--- src/rtl/uart_pkg.sv ---
// uart_pkg: shared definitions for the UART transmit and receive paths.
//   CLK_FREQ_DEF / BAUD_DEF : default sclk frequency and line rate
//   DATA_BITS               : data bits per frame (8N1)
//   uart_state_e            : transmitter FSM state encoding
//   bit_cycles()            : sclk cycles per bit (integer divide)
package uart_pkg;

    localparam int CLK_FREQ_DEF = 50_000_000;
    localparam int BAUD_DEF     = 115200;
    localparam int DATA_BITS    = 8;

    typedef enum logic [2:0] {
        ST_IDLE  = 3'd0,
        ST_FETCH = 3'd1,
        ST_WAIT  = 3'd2,
        ST_START = 3'd3,
        ST_DATA  = 3'd4,
        ST_STOP  = 3'd5
    } uart_state_e;

    function automatic int bit_cycles(input int clk_freq, input int baud);
        return clk_freq / baud;
    endfunction

endpackage

--- src/rtl/uart_tx_ctrl_if.sv ---
// uart_tx_ctrl_if: read-data FIFO handshake plus serial line and status of
// the UART transmitter.
//   fifo_empty  FIFO -> tx   FIFO has no data
//   fifo_dout   FIFO -> tx   FIFO output byte
//   fifo_rd_en  tx -> FIFO   one-cycle pop strobe
//   RS232_tx    tx -> line   serial output, idle high
//   tx_busy     tx -> user   frame in progress (fetch .. last stop cycle)
//   tx_done     tx -> user   one-cycle pulse on the last stop-bit cycle
//   dbg_state   tx -> debug  current FSM state
//
// Handshake: fifo_rd_en is a pop, not a request. The transmitter raises it
// for exactly one cycle, and only after it sampled fifo_empty == 0 while
// idle. The FIFO must then present the popped byte on fifo_dout FIFO_RD_LAT
// cycles later (0 = show-ahead: the byte is already valid during the pop
// cycle). fifo_empty is not looked at while a frame is in flight.
interface uart_tx_ctrl_if;
    import uart_pkg::*;

    logic                 fifo_empty;
    logic [DATA_BITS-1:0] fifo_dout;
    logic                 fifo_rd_en;
    logic                 RS232_tx;
    logic                 tx_busy;
    logic                 tx_done;
    uart_state_e          dbg_state;

    // slave: the transmitter
    modport slave (
        input  fifo_empty, fifo_dout,
        output fifo_rd_en, RS232_tx, tx_busy, tx_done, dbg_state
    );

    // master: FIFO / environment side
    modport master (
        output fifo_empty, fifo_dout,
        input  fifo_rd_en, RS232_tx, tx_busy, tx_done, dbg_state
    );

endinterface

--- src/rtl/uart_baud_gen.sv ---
// uart_baud_gen: bit-period counter for the UART transmitter.
//   clk, rst   system clock, synchronous active-high reset
//   en_i       count while high
//   clr_i      force the count to 0 (has priority over en_i)
//   cnt_o      current position inside the bit, 0..BIT_CYC-1
//   bit_end_o  high during the last cycle of a bit (count BIT_CYC-1 and enabled)
module uart_baud_gen #(
    parameter  int BIT_CYC = 434,
    localparam int CW      = $clog2(BIT_CYC)
) (
    input  logic          clk,
    input  logic          rst,
    input  logic          en_i,
    input  logic          clr_i,
    output logic [CW-1:0] cnt_o,
    output logic          bit_end_o
);

    localparam logic [CW-1:0] LAST = CW'(BIT_CYC - 1);

    logic [CW-1:0] cnt_q;
    logic [CW-1:0] cnt_d;

    always_comb begin
        bit_end_o = en_i && (cnt_q == LAST);
        cnt_d     = cnt_q;
        if (clr_i) begin
            cnt_d = '0;
        end else if (en_i) begin
            // Wrap on every bit boundary so the next bit starts at 0.
            cnt_d = bit_end_o ? '0 : cnt_q + 1'b1;
        end
    end

    always_ff @(posedge clk) begin
        if (rst) begin
            cnt_q <= '0;
        end else begin
            cnt_q <= cnt_d;
        end
    end

    assign cnt_o = cnt_q;

endmodule

--- src/rtl/uart_tx_ctrl.sv ---
// uart_tx_ctrl: UART 8N1 transmitter for the SDRAM read-back path. Pops
// bytes from the read-data FIFO and serialises them LSB first on RS232_tx.
//   sclk        system clock
//   reset       synchronous, active-high reset
//   bus         uart_tx_ctrl_if.slave: fifo_empty, fifo_dout in;
//               fifo_rd_en, RS232_tx, tx_busy, tx_done, dbg_state out
// Parameters: CLK_FREQ, BAUD (bit period = CLK_FREQ/BAUD cycles, >= 2),
// FIFO_RD_LAT (cycles from pop to valid fifo_dout, 0 = show-ahead).
module uart_tx_ctrl
    import uart_pkg::*;
#(
    parameter int CLK_FREQ    = CLK_FREQ_DEF,
    parameter int BAUD        = BAUD_DEF,
    parameter int FIFO_RD_LAT = 1
) (
    input  logic           sclk,
    input  logic           reset,
    uart_tx_ctrl_if.slave  bus
);

    localparam int BIT_CYC = bit_cycles(CLK_FREQ, BAUD);
    localparam int CW      = $clog2(BIT_CYC);
    localparam int IW      = $clog2(DATA_BITS);
    localparam int WW      = (FIFO_RD_LAT > 1) ? $clog2(FIFO_RD_LAT) : 1;

    localparam logic [CW-1:0] PRE_LAST  = CW'(BIT_CYC - 2);
    localparam logic [IW-1:0] IDX_LAST  = IW'(DATA_BITS - 1);
    localparam logic [WW-1:0] WAIT_LAST = WW'((FIFO_RD_LAT > 0) ? FIFO_RD_LAT - 1 : 0);

    uart_state_e          state_q;
    logic [DATA_BITS-1:0] shreg_q;
    logic [IW-1:0]        bit_idx_q;
    logic [WW-1:0]        wait_cnt_q;
    logic                 rd_en_q;
    logic                 tx_q;
    logic                 busy_q;
    logic                 done_q;

    logic                 cnt_en;
    logic                 bit_end;
    logic [CW-1:0]        bit_cnt;

    // The bit counter only runs while a line bit is being driven and is held
    // at 0 otherwise, so every START begins on a fresh bit period.
    assign cnt_en = (state_q == ST_START) || (state_q == ST_DATA) || (state_q == ST_STOP);

    uart_baud_gen #(.BIT_CYC(BIT_CYC)) u_baud (
        .clk       (sclk),
        .rst       (reset),
        .en_i      (cnt_en),
        .clr_i     (!cnt_en),
        .cnt_o     (bit_cnt),
        .bit_end_o (bit_end)
    );

    always_ff @(posedge sclk) begin
        if (reset) begin
            state_q    <= ST_IDLE;
            shreg_q    <= '0;
            bit_idx_q  <= '0;
            wait_cnt_q <= '0;
            rd_en_q    <= 1'b0;
            tx_q       <= 1'b1;
            busy_q     <= 1'b0;
            done_q     <= 1'b0;
        end else begin
            rd_en_q <= 1'b0;
            // Registered one cycle early so the pulse coincides with the
            // final stop-bit cycle.
            done_q  <= (state_q == ST_STOP) && (bit_cnt == PRE_LAST);

            case (state_q)
                ST_IDLE: begin
                    tx_q <= 1'b1;
                    if (!bus.fifo_empty) begin
                        state_q <= ST_FETCH;
                        rd_en_q <= 1'b1;
                        busy_q  <= 1'b1;
                    end
                end
                ST_FETCH: begin
                    wait_cnt_q <= '0;
                    if (FIFO_RD_LAT == 0) begin
                        // Show-ahead FIFO: byte is valid during the pop cycle.
                        shreg_q <= bus.fifo_dout;
                        tx_q    <= 1'b0;
                        state_q <= ST_START;
                    end else begin
                        state_q <= ST_WAIT;
                    end
                end
                ST_WAIT: begin
                    if (wait_cnt_q == WAIT_LAST) begin
                        shreg_q <= bus.fifo_dout;
                        tx_q    <= 1'b0;
                        state_q <= ST_START;
                    end else begin
                        wait_cnt_q <= wait_cnt_q + 1'b1;
                    end
                end
                ST_START: begin
                    if (bit_end) begin
                        tx_q      <= shreg_q[0];
                        shreg_q   <= shreg_q >> 1;
                        bit_idx_q <= '0;
                        state_q   <= ST_DATA;
                    end
                end
                ST_DATA: begin
                    if (bit_end) begin
                        if (bit_idx_q == IDX_LAST) begin
                            tx_q    <= 1'b1;
                            state_q <= ST_STOP;
                        end else begin
                            tx_q      <= shreg_q[0];
                            shreg_q   <= shreg_q >> 1;
                            bit_idx_q <= bit_idx_q + 1'b1;
                        end
                    end
                end
                ST_STOP: begin
                    if (bit_end) begin
                        busy_q  <= 1'b0;
                        state_q <= ST_IDLE;
                    end
                end
                default: begin
                    state_q <= ST_IDLE;
                end
            endcase
        end
    end

    assign bus.fifo_rd_en = rd_en_q;
    assign bus.RS232_tx   = tx_q;
    assign bus.tx_busy    = busy_q;
    assign bus.tx_done    = done_q;
    assign bus.dbg_state  = state_q;

endmodule

--- src/flat_wrapper.sv ---
// flat-port wrapper written by rule: the top's interface ports become plain ports
module uart_tx_ctrl_flat import uart_pkg::*;
#(
    parameter int CLK_FREQ    = CLK_FREQ_DEF,
    parameter int BAUD        = BAUD_DEF,
    parameter int FIFO_RD_LAT = 1
)
  (sclk, reset, bus_fifo_empty, bus_fifo_dout, bus_fifo_rd_en, bus_RS232_tx, bus_tx_busy, bus_tx_done, bus_dbg_state);
  uart_tx_ctrl_if bus_i ();
  input  logic sclk;
  input  logic reset;
  input wire logic [$bits(bus_i.fifo_empty)-1:0] bus_fifo_empty;
  input wire logic [$bits(bus_i.fifo_dout)-1:0] bus_fifo_dout;
  output wire logic [$bits(bus_i.fifo_rd_en)-1:0] bus_fifo_rd_en;
  output wire logic [$bits(bus_i.RS232_tx)-1:0] bus_RS232_tx;
  output wire logic [$bits(bus_i.tx_busy)-1:0] bus_tx_busy;
  output wire logic [$bits(bus_i.tx_done)-1:0] bus_tx_done;
  output wire logic [$bits(bus_i.dbg_state)-1:0] bus_dbg_state;
  assign bus_i.fifo_empty = bus_fifo_empty;
  assign bus_i.fifo_dout = bus_fifo_dout;
  assign bus_fifo_rd_en = bus_i.fifo_rd_en;
  assign bus_RS232_tx = bus_i.RS232_tx;
  assign bus_tx_busy = bus_i.tx_busy;
  assign bus_tx_done = bus_i.tx_done;
  assign bus_dbg_state = bus_i.dbg_state;
  uart_tx_ctrl #(.CLK_FREQ(CLK_FREQ), .BAUD(BAUD), .FIFO_RD_LAT(FIFO_RD_LAT)) u_core (.sclk(sclk), .reset(reset), .bus(bus_i));
endmodule
--- config.mk ---
export PLATFORM = sky130hd
export DESIGN_NAME = uart_tx_ctrl_flat
export DESIGN_NICKNAME = d
export VERILOG_FILES = /design/src/rtl/uart_pkg.sv /design/src/rtl/uart_tx_ctrl_if.sv /design/src/rtl/uart_baud_gen.sv /design/src/rtl/uart_tx_ctrl.sv /design/src/flat_wrapper.sv
export SDC_FILE = /design/constraint.sdc
export NUM_CORES = 1
export LEC_CHECK = 0
export BUFFER_PORTS_ARGS = -buffer_cell sky130_fd_sc_hd__buf_2
export CAP_MARGIN = 20
export CORE_MARGIN = 2
export CORE_UTILIZATION = 32
export CTS_CLUSTER_SIZE = 25
export DETAILED_ROUTE_END_ITERATION = 12
export MAX_ROUTING_LAYER = met4
export PLACE_DENSITY = 0.5
export SLEW_MARGIN = 40
export SYNTH_ARGS = -nofsm -noshare
export SYNTH_HDL_FRONTEND = slang
export SYNTH_SLANG_ARGS = --single-unit
export TNS_END_PERCENT = 5
--- constraint.sdc ---
create_clock -name sclk -period 1.92 [get_ports sclk]
set_input_delay 0.096 -clock sclk [delete_from_list [all_inputs] [get_ports sclk]]
set_output_delay 0.096 -clock sclk [all_outputs]
set_load 0.02 [all_outputs]
# Word-level counts from Yosys, hierarchy flattened
# Cells that the tools add are included.
# totals
ff_bits	28
latch_bits	0
ramBits	0
rom_bits	0
input_bits	11
out_inout_bits	7
memories	0
# classes
add_sub_neg	3
multipliers	0
div	0
n_lt_le_gt_ge	0
eq_ne	15
n_shift	0
mux	26
bitwise_logic	2
reduce_logical	17
# ops
op	count
8-bit two-way mux	4
3-bit two-way mux	8
8-bit one-hot mux with 3 select lines	1
9-bit equality test (second input constant)	2
3-bit one-hot mux with 6 select lines	1
9-bit by 1-bit adder with 9-bit output (second input constant)	1
3-bit equality test (second input constant)	3
1-bit two-way mux	8
2-bit != test (second input constant)	4
4-bit AND reduction	2
3-bit by 2-bit equality test with 1-bit output (second input constant)	2
2-bit by 1-bit != test with 1-bit output (second input constant)	3
3-bit one-hot mux with 2 select lines	1
6-bit AND reduction	1
2-bit nonzero test	3
5-bit AND reduction	1
1-bit one-hot mux with 2 select lines	2
1-bit one-hot mux with 4 select lines	1
4-bit nonzero test	1
3-bit by 1-bit adder with 3-bit output (second input constant)	1
3-bit by 1-bit equality test with 1-bit output (second input constant)	1
3-bit zero test	1
3-bit AND reduction	1
3-bit nonzero test	1
6 further kinds	9

# Logic depth before layout (Yosys ltp)
# Gate-level depths: netlist of run 1.
# logic_depth
depth_word	6
mapped_depth	8
mapped_depth_nobuf	7

# Hierarchy
# Synthesis of run 1 repeated with hierarchy kept, for this count alone.
# hier_totals
hier_cells	170
hier_area_um2	1488.9
# by_module_without_submodules
module	instances	cells_per_inst	area_per_inst_um2
uart_tx_ctrl	1	117	1018.5
uart_baud_gen	1	53	470.5

# Worst setup path before layout of run 1
# OpenSTA, ideal clock, no wires.
# synth_path
path_kind	flip-flop to flip-flop
from	register u_core.state_q[1], in the netlist u_core.bus.dbg_state[1]
to	register u_core.shreg_q[4]
setup_time_ps	139
t_arrival_ps	1554
path_slack_ps	228
path_stages_with_launch	8
period_less_slack_ps	1692
path_cell_list	dfxtp_1 buf_2 nand2_1 o21ai_4 a21oi_4 buf_6 nor2_1 a211oi_2
# synth_between
elab_chain_cells	6
elab_cells_between_ends	14
# synth_rtl
item	line	text
start, declared	uart_tx_ctrl.sv:30	uart_state_e state_q;
start signal, assigned	uart_tx_ctrl.sv:58	state_q <= ST_IDLE;
start signal, assigned	uart_tx_ctrl.sv:76	state_q <= ST_FETCH;
start signal, assigned	uart_tx_ctrl.sv:87	state_q <= ST_START;
3-bit by 2-bit equality test with 1-bit output / 3-bit equality test (equally long branches)	uart_tx_ctrl.sv:45, uart_tx_ctrl.sv:72	
1-bit logical OR (2 in series)	uart_tx_ctrl.sv:45	assign cnt_en = (state_q == ST_START) || (state_q == ST_DATA) || (state_q == ST_STOP);
1-bit logical AND	uart_baud_gen.sv:25	bit_end_o = en_i && (cnt_q == LAST);
2-bit by 1-bit != test with 1-bit output (no line)	-	
5-bit AND reduction (no line)	-	
end signal, assigned	uart_tx_ctrl.sv:85	shreg_q <= bus.fifo_dout;
end signal, assigned	uart_tx_ctrl.sv:94	shreg_q <= bus.fifo_dout;
end signal, assigned	uart_tx_ctrl.sv:104	shreg_q <= shreg_q >> 1;
end, declared	uart_tx_ctrl.sv:31	logic [DATA_BITS-1:0] shreg_q;
# Several ways; a longest one is shown, not always the timed one.
# A chain may end at the register's enable or synchronous reset.

# Worst setup path in the final report of run 1
# layout_path
from	register u_core.bit_idx_q[0]
to	register u_core.shreg_q[4]
# layout_between
elab_chain_cells	3
# layout_rtl
item	line	text
start, declared	uart_tx_ctrl.sv:32	logic [IW-1:0] bit_idx_q;
start signal, assigned	uart_tx_ctrl.sv:117	bit_idx_q <= bit_idx_q + 1'b1;
3-bit equality test	uart_tx_ctrl.sv:111	if (bit_idx_q == IDX_LAST) begin
2-bit != test (no line)	-	
5-bit AND reduction (no line)	-	
end signal, assigned	uart_tx_ctrl.sv:94	
end signal, assigned	uart_tx_ctrl.sv:104	
end signal, assigned	uart_tx_ctrl.sv:116	shreg_q <= shreg_q >> 1;
# No other way between the ends.

==> run summary, run 1 <==
Status - finished, final reports clean
DRC violations left - 0
Worst VDD drop - 262 uV
Final cell utilization of the core - 38.7%
Tot GR Track Use - 11.5%
Number of DRC markers in iteration 0 - 35
Post-synth top flop - dfxtp_1
Mapped Area - 1380 sq um
Count of input and output buffers - 17
Critical path's largest stage delay - 0.33 ns
Clk_lat worst skew - 0.27 ns
Clk root buf - clkbuf_8
Routability Congestion - 0.720
Pleak - 0.566 nW
Crit path launch type - register
# hold bufs at CTS - 0
Share of cells above drive strength 1 - 24.2%
Area grow syn2layout - 13.9%
Ys async rst share - 0%
Relative slew margins - 71.4%
Main area contributors after synthesis - dfxtp_1 (39%), mux2i_1 (6.5%), nor2_1 (6.5%)
Worst slew pin tran - 0.429 ns
Unique cell type count in the Yosys netlist - 35
First-pass GRT wire length - 4.49 mm
Io pins - 18
Period utilization - 91.4%
Largest net degree at the start of global routing - 21
Clk pwr share - 29.3%
Core Area - 4060 sq um
Layout fillers - 409
CTS max path bufs - 2
Crit Path Max Fanout - 15
Critical Path RT - 2.12 ns
Antenna violations before repair - 0
ANT nets after route - 0
TNS Setup - 0 ns
Postcts setup bufs - 0
CP max-delay cell - dfxtp_1
PD cells - 699 nW/um^2
Synth top area share - 39.2%
Post-synth EDFFs - 0
Max cap viols - 0
Chip Height - 69.6 um
Reg-to-Reg Start - u_core.bit_idx_q[0]
Worst Hold Class - in -> reg
Nets - 182
Critical path endpoint - u_core.shreg_q[4]
Via count - 1035
Post-DP HPWL - 1.87 mm
Die X - 69.6 um
Fmax - 0.570 GHz
Int Power - 809 uW
Finish-stage setup viols - 0
R2R depth - 8
Biggest area consumer among synthesized cells - dfxtp_1
Vias in the first global route - 984
Clk sinks - 27
Non-filler instance count after layout - 215
Seq/Total Area, Yosys - 39.2%
Dpl cells - 211
TritonRoute pass-1 iters - 4
CTS tree - built
Avg Inst Size Synth - 9.37 sq um
Routed vias/inst - 4.81
Min Tclk post-route - 1.75 ns
Detailed-route wire length - 2.49 mm
Final Power - 1.10 mW
Switch Pwr - 288 uW
CP Class - reg -> reg
CP Data Arrival Time - 1.95 ns
Sequential power share - 55.3%
Die area - 4850 sq um
Final Hold Viols - 0
Worst path cell trace - ha_1, ha_1, nor4b_4, nor2_1, a21oi_4, buf_12, nor2_1, a211oi_2
Seq cells post-synth - 27
Crit end category - register
Critical Path Source - u_core.bit_idx_q[0]
Worst Skew - 0.00355 ns
R2r setup slk - 0.17 ns
Grt ovf - 0
Starting density of the core - 34.0%
CTS Buf Count - 3
# diodes - 0
Post-Syn Instances - 147
Post-CTS Resized - 0
Reg2reg end - u_core.shreg_q[4]
Post-DR wirelength/cell - 11.6 um
Switching part of the total - 26.2%
Worst-path clk slew - 0.09 ns
Final Max Tran Viols - 0
CTS HTree Levels - 1
Rows - 23
Syn nets - 163
RSZ-0062 raised after global routing - false
Combinational share of power - 15.4%
Synth Warn # - 0
[area by class of cell]
class	count	area, sq um	area share (%)
timing repair buffer	22	135	8.61
tap	50	62.6	3.99
inverter	7	26.3	1.67
sequential	27	541	34.4
clock inverter	1	5.00	0.319
clock buffer	3	41.3	2.63
multi-input combinational	105	758	48.3
[worst max-delay path: cells and delay by family (launching register included)]
family / cells / cell delay (ns)
simple gates: 3 / 0.44
buf+inv: 1 / 0.16
fa+ha+maj: 2 / 0.43
compound gates: 2 / 0.33
flops: 1 / 0.33
[power groups by stage]
stage	Sequential (mW)	Clock, mW	Combinational, mW
floorplan	0.625	0	0.118
global placement	0.619	0	0.166
detailed placement	0.620	0	0.170
CTS	0.607	0.338	0.170
global route	0.610	0.365	0.185
finish	0.606	0.322	0.168
[cells in the mapped netlist (all sizes together), types with 4 or more instances]
cell / n
dfxtp: 27
nor2: 24
a21oi: 9
mux2i: 9
a211oi: 8
nand2: 8
inv: 7
nand3: 7
buf: 6
ha: 5
and3: 4
o21ai: 4
or3: 4
xnor2: 4
[flip-flops by register name, indices dropped and copies added (netlist names)]
register and count:
u_core.bus.dbg_state 3, u_core.u_baud.cnt_o 9, u_core.bus.fifo_rd_en 1, u_core.bus.RS232_tx 1
u_core.bus.tx_busy 1, u_core.bit_idx_q 3, u_core.bus.tx_done 1, u_core.shreg_q 8
[through the flow]
step	hold WS, ns	setup slack, ns	instance area, sq um
global route	0.0159	0.0274	1570
CTS	0.00403	0.145	1570
detailed placement	0.300	0.170	1520
global placement	0.297	0.217	1520
floorplan	0.175	0.228	1380
finish	0.0132	0.166	1570
[metal layers]
| layer | vias to the layer above | global-route usage [%] | routed length (um) |
|---|---|---|---|
| met5 | - | - | 0 |
| met4 | 0 | 5.13 | 21 |
| met3 | 2 | 2.33 | 64 |
| met2 | 7 | 17.6 | 1200 |
| met1 | 483 | 14.7 | 1200 |
| li1 | 543 | - | - |
[cell families (layout without fill, tap and decap cells)]
family | Yosys count | in the layout | synth area share (%)
AND/OR/NAND/NOR | 61 | 61 | 24.7
flip-flops | 27 | 27 | 39.2
AO/OA/AOI/OAI | 23 | 23 | 14.8
buffers and inverters | 15 | 33 | 5.72
multiplexers | 9 | 9 | 6.54
XOR/XNOR | 7 | 7 | 4.45
adder cells (fa/ha/maj) | 5 | 5 | 4.54
[cell usage in the layout, fill, tap and decap left out, drive strengths merged, types with 2 or more instances in the layout]
master / instances
nor2b: 2
ha: 5
dfxtp: 27
xnor2: 4
a21oi: 9
nand3b: 2
inv: 7
nand2: 8
buf: 22
nand3: 7
mux2i: 9
a211oi: 8
or3: 4
xor2: 3
nor4b: 3
and3: 4
clkbuf: 3
nor2: 24
o21ai: 4
[worst min path at each step]
stage                   startpoint                     to  slack (ns)  cells after the start
floorplan           bus_fifo_empty  u_core.bus.fifo_rd_en        0.18                      1
global placement    bus_fifo_empty  u_core.bus.fifo_rd_en        0.30                      2
detailed placement  bus_fifo_empty  u_core.bus.fifo_rd_en        0.30                      2
CTS                 bus_fifo_empty  u_core.bus.fifo_rd_en       0.004                      2
global route        bus_fifo_empty  u_core.bus.fifo_rd_en        0.02                      2
finish              bus_fifo_empty  u_core.bus.fifo_rd_en        0.01                      2
Note: power is estimated with default switching activity, not from simulation.
==> inputs of run 2 (changes only) <==
--- a/config.mk
+++ b/config.mk
@@ -6,13 +6,14 @@
 export NUM_CORES = 1
 export LEC_CHECK = 0
 export BUFFER_PORTS_ARGS = -buffer_cell sky130_fd_sc_hd__buf_2
-export CAP_MARGIN = 20
+export CAP_MARGIN = 10
 export CORE_MARGIN = 2
-export CORE_UTILIZATION = 32
+export CORE_UTILIZATION = 56
 export CTS_CLUSTER_SIZE = 25
 export DETAILED_ROUTE_END_ITERATION = 12
 export MAX_ROUTING_LAYER = met4
-export PLACE_DENSITY = 0.5
+export PLACE_DENSITY = 0.79
+export REMOVE_ABC_BUFFERS = 1
 export SLEW_MARGIN = 40
 export SYNTH_ARGS = -nofsm -noshare
 export SYNTH_HDL_FRONTEND = slang
==> run 2 against run 1 <==
- core utilization is 29 points higher
- critical path type unchanged
- global-route usage rose by 9.0 points
- sequential share of layout area rose by 0.67 points
- final cell count down 9.3%
- sequential power is essentially flat
- critical path depth stayed put
- via count is 2.5% higher
- register-to-register slack worse by 0.02 ns
- design area down 1.9%
- die area shrank 41%
- power down 6.5%
- first-iteration DRC count decreased by 71%
==> run summary, run 2 (same netlist as run 1, synthesis figures left out) <==
Chip Height - 53.6 um
Crit end category - register
Clk sinks - 27
Min Tclk post-route - 1.77 ns
Clk root buf - clkbuf_4
Via count - 1061
ANT nets after route - 0
# diodes - 0
Switching part of the total - 27.0%
TNS Setup - 0 ns
Combinational share of power - 16.9%
DRC violations left - 0
Worst Skew - 0.00925 ns
Starting density of the core - 60.5%
Die X - 53.6 um
Final cell utilization of the core - 67.6%
Pleak - 0.565 nW
PD cells - 666 nW/um^2
Clk pwr share - 23.8%
TritonRoute pass-1 iters - 4
CP Class - reg -> reg
Core Area - 2280 sq um
Largest net degree at the start of global routing - 21
Die area - 2870 sq um
Period utilization - 92.2%
Post-DR wirelength/cell - 13.0 um
Final Hold Viols - 0
Postcts setup bufs - 0
Final Max Tran Viols - 0
Layout fillers - 190
Vias in the first global route - 1014
CTS HTree Levels - 1
CTS tree - built
Rows - 17
RSZ-0062 raised after global routing - false
Area grow syn2layout - 11.7%
Number of DRC markers in iteration 0 - 10
Relative slew margins - 72.5%
Largest register FFs - 9
Int Power - 748 uW
Critical Path RT - 2.17 ns
Nets - 184
Antenna violations before repair - 0
Crit path launch type - register
Max cap viols - 0
Grt ovf - 0
Switch Pwr - 277 uW
Most common cell after layout, fill and taps aside - dfxtp_1
CP Data Arrival Time - 2.02 ns
Tot GR Track Use - 20.6%
Sequential power share - 59.3%
Share of cells above drive strength 1 - 24.0%
Worst-path clk slew - 0.15 ns
CTS Buf Count - 3
First-pass GRT wire length - 4.19 mm
Fin Hold WS - 0.0604 ns
Fmax - 0.565 GHz
Worst VDD drop - 484 uV
Worst slew pin tran - 0.413 ns
Io pins - 18
Routability Congestion - 0.861
Most frequent cells in the layout - dfxtp_1 (27), nor2_1 (24), buf_2 (17)
Crit Path Max Fanout - 15
Count of input and output buffers - 17
R2r setup slk - 0.15 ns
Detailed-route wire length - 2.54 mm
Clk_lat worst skew - 0.32 ns
CTS max path bufs - 2
Post-CTS Resized - 0
Finish-stage setup viols - 0
Routed vias/inst - 5.44
Worst Hold Class - in -> reg
Post-DP HPWL - 1.96 mm
Status - finished, final reports clean
## run 2: changes by cell type in the layout (fill, tap and decap cells not counted)
cell / delta
clkbuf_1: +1
dlygate4sd3_1: +1
clkinv_2: -1
clkbuf_4: +3
buf_4: +1
clkbuf_8: -3
## run 2: final cells by class
type | instances | area, sq um | share of cell area [%]
clock buffers | 4 | 26.3 | 1.71
multi-input cells | 105 | 758 | 49.3
inverters | 7 | 26.3 | 1.71
repair buffers | 24 | 153 | 9.92
well taps | 28 | 35.0 | 2.28
flip-flops and latches | 27 | 541 | 35.1
## run 2: worst paths after layout
path | depth (start not counted) | start | end
worst max-delay path | 8 | u_core.bit_idx_q[0] | u_core.shreg_q[5]
worst min-delay path | 3 | bus_fifo_dout[7] | u_core.shreg_q[7]
worst max register to register | 8 | u_core.bit_idx_q[0] | u_core.shreg_q[5]
worst min register to register | 2 | u_core.bit_idx_q[2] | u_core.bit_idx_q[2]
## run 2: what timing repair did
item,CTS,global route
hold endpoints to repair,1,0
hold buffers,1,0
endpoints found under the setup margin,0,0
## run 2: routing by layer
layer	vias up	global-route usage, %	wire length [um]
li1	544	-	-
met1	499	22.0	1100
met2	14	38.5	1360
met3	4	3.33	58
met4	0	6.41	23
met5	-	-	0
## run 2: power by group through the flow
stage	clock network (mW)	logic, mW	registers (mW)
final	0.245	0.173	0.608
after global routing	0.268	0.189	0.611
after CTS	0.250	0.175	0.608
after detailed placement	0	0.173	0.621
after global placement	0	0.166	0.618
after floorplan	0	0.0908	0.634
## run 2: critical path, stage by stage (launching register included)
cell and delay, ns:
dfxtp_1 0.36, ha_1 0.20, ha_1 0.22, nor4b_4 0.27
nor2_1 0.13, a21oi_4 0.14, buf_12 0.15, nor2_1 0.06
a211oi_2 0.17
## run 2: metrics by stage
stage	cells	power [mW]	setup WS [ns]	instance area, sq um
after floorplan	139	0.725	0.110	1330
after global placement	190	0.784	0.253	1500
after detailed placement	190	0.794	0.173	1500
after CTS	195	1.03	0.132	1540
after global routing	195	1.07	0.0457	1540
final	195	1.03	0.149	1540
==> inputs of run 3 (changes only) <==
--- a/config.mk
+++ b/config.mk
@@ -11,11 +11,13 @@
 export CORE_UTILIZATION = 56
 export CTS_CLUSTER_SIZE = 25
 export DETAILED_ROUTE_END_ITERATION = 12
+export HOLD_SLACK_MARGIN = 0.1
 export MAX_ROUTING_LAYER = met4
-export PLACE_DENSITY = 0.79
+export PLACE_DENSITY = 0.78
 export REMOVE_ABC_BUFFERS = 1
 export SLEW_MARGIN = 40
 export SYNTH_ARGS = -nofsm -noshare
 export SYNTH_HDL_FRONTEND = slang
+export SYNTH_HIERARCHICAL = 1
 export SYNTH_SLANG_ARGS = --single-unit
 export TNS_END_PERCENT = 5
==> constraint.sdc (replaced) <==
create_clock -name sclk -period 1.92 [get_ports sclk]
set_input_delay 0.288 -clock sclk [delete_from_list [all_inputs] [get_ports sclk]]
set_output_delay 0.288 -clock sclk [all_outputs]
set_load 0.02 [all_outputs]
==> run 3 against run 2 <==
- maximum frequency down 6.1%
- sequential power decreased by 2%
- clock skew decreased by 0.0066 ns
- non-clock buffer count up 6
- final cell count increased by 15%
- global-route usage up 2.4 points
- routed wire length increased by 31%
- die area increased by 7.5%
- sequential share of layout area decreased by 3.4 points
- critical path depth up 2
- via count grew 31%
==> run summary, run 3 <==
# diodes - 0
Final Hold Viols - 0
Seq cells post-synth - 27
Synth top cells by count - dfxtp_1 (27), nand2_1 (13), nor2_1 (11)
Pleak - 0.714 nW
Min Tclk post-route - 1.89 ns
Final Max Tran Viols - 0
Routed vias/inst - 6.18
Via count - 1385
Final cell utilization of the core - 68.4%
Number of DRC markers in iteration 0 - 35
Worst Skew - 0.00267 ns
Relative slew margins - 73.7%
Unique cell type count in the Yosys netlist - 52
ANT nets after route - 0
Post-synth top flop - dfxtp_1
Count of input and output buffers - 17
Clk sinks - 27
R2r setup slk - 0.03 ns
Simple-gate share of the synthesized area - 27.9%
Period utilization - 98.2%
Vias in the first global route - 1236
Status - finished, final reports clean
Post-DR wirelength/cell - 14.8 um
Most common cell after layout, fill and taps aside - dfxtp_1
CTS tree - built
Crit Path Max Fanout - 12
Post-DP HPWL - 2.34 mm
Met3 GRT Util - 3.28%
PD cells - 593 nW/um^2
Io pins - 18
TritonRoute pass-1 iters - 4
Post-synth EDFFs - 0
Seq/Total Area, Yosys - 36.3%
Worst Hold Class - in -> reg
DRC violations left - 0
Core Area - 2500 sq um
CP Class - reg -> reg
Largest register FFs - 9
First-pass GRT wire length - 5.68 mm
Crit end category - register
Most frequent cells in the layout - dfxtp_1 (26), buf_2 (17), nand2_1 (13)
RSZ-0062 raised after global routing - true
CTS max path bufs - 2
Largest net degree at the start of global routing - 23
Share of cells above drive strength 1 - 25.8%
Max cap viols - 0
Largest family of logic cells by synthesized area - simple AND/OR/NAND/NOR gates
Critical Path RT - 2.19 ns
Compound-cell area share of the yosys netlist - 19.9%
Ys async rst share - 0%
Starting density of the core - 59.6%
Area grow syn2layout - 14.8%
CTS Buf Count - 3
Tot GR Track Use - 22.9%
CTS HTree Levels - 1
Reg-to-Reg Start - u_core/u_baud/cnt_o[1]
Die area - 3090 sq um
Routability Congestion - 0.839
Met1 usage - 29.1%
Synth top area share - 36.3%
Detailed-route wire length - 3.32 mm
Chip Height - 55.6 um
Crit path launch type - register
Grt ovf - 0
Met2 Use GR - 37.8%
Clk root buf - clkbuf_4
Avg Inst Size Synth - 8.76 sq um
Die X - 55.6 um
Worst slew pin tran - 0.395 ns
CP Data Arrival Time - 2.16 ns
Post-Syn Instances - 170
Worst VDD drop - 499 uV
Xor and xnor fraction of the mapped netlist area - 1.76%
Fmax - 0.530 GHz
Clk_lat worst skew - 0.32 ns
Antenna violations before repair - 0
Nets - 210
Worst-path clk slew - 0.14 ns
Most frequent cell after synthesis - dfxtp_1
Main area contributors after synthesis - dfxtp_1 (36%), mux2i_1 (5.4%), ha_1 (3.4%)
Pre-CTS WS - 0.0247 ns
Finish-stage setup viols - 0
Mux contribution to synthesized area - 5.38%
Synth Warn # - 6
Mapped Area - 1490 sq um
Adder-cell area share of the yosys netlist - 3.36%
Critical Path Source - u_core/u_baud/cnt_o[1]
Busiest layer in global routing - met2
Rows - 18
Biggest area consumer among synthesized cells - dfxtp_1
Min-delay src - bus_fifo_empty
Min setup slack post-route - 0.0346 ns
## run 3: layout make-up
type | instances | area, sq um
inverters | 6 | 22.5
fillers | 200 | 791
repair buffers | 30 | 195
multi-input cells | 127 | 886
flip-flops and latches | 27 | 542
well taps | 30 | 37.5
clock buffers | 4 | 26.3
## run 3: path summary, 6_finish.rpt
check | endpoint | depth (start not counted)
max | u_core/bus.dbg_state[0] | 10
min | u_core/bus.fifo_rd_en | 2
max reg2reg | u_core/bus.dbg_state[0] | 10
min reg2reg | u_core/shreg_q[1] | 2
## run 3: repair_timing
action                                  in CTS  in global routing
hold buffers                                 0                  0
pin swaps                                    0                  1
gates cloned                                 0                  0
gates resized for setup                      0                  9
buffers inserted                             1                  1
endpoints found under the setup margin       3                 15
## run 3: cell families after synthesis
family	after synthesis
simple gates	69
compound gates	43
flops	27
buf+inv	16
mux	8
fa+ha+maj	4
xor+xnor	3
## run 3: through the flow
step	cell area [sq um]	hold WS (ns)	total power, mW	TNS (ns)	instances
floorplan	1430	0.360	0.704	-14.14	160
global placement	1640	0.452	0.752	0	218
detailed placement	1640	0.465	0.761	0	218
CTS	1680	0.139	1.01	0	223
global route	1710	0.137	1.06	-0.630	224
finish	1710	0.150	1.01	0	224
## run 3: critical path, cell delays in order (launching register included)
cell and delay (ns):
dfxtp_1 0.34, inv_1 0.07, ha_1 0.15, nor2b_1 0.13, nand4_1 0.15, nor3_2 0.28, buf_4 0.24, nand2_1 0.08
o21ai_0 0.21, a31oi_1 0.11, nor2_1 0.08
## run 3: layer usage
metal / share of wire [%] / vias to the layer above
met1: 45 / 655
met4: 1.4 / 0
met5: 0 / -
met3: 5.6 / 6
met2: 48 / 51
li1: - / 673
## run 3: power by group
group / total (mW) / internal (mW) / switching [mW]
Clock: 0.248 / 0.0814 / 0.167
Sequential: 0.596 / 0.583 / 0.0123
Combinational: 0.170 / 0.0715 / 0.0989
Total: 1.01 / 0.736 / 0.278
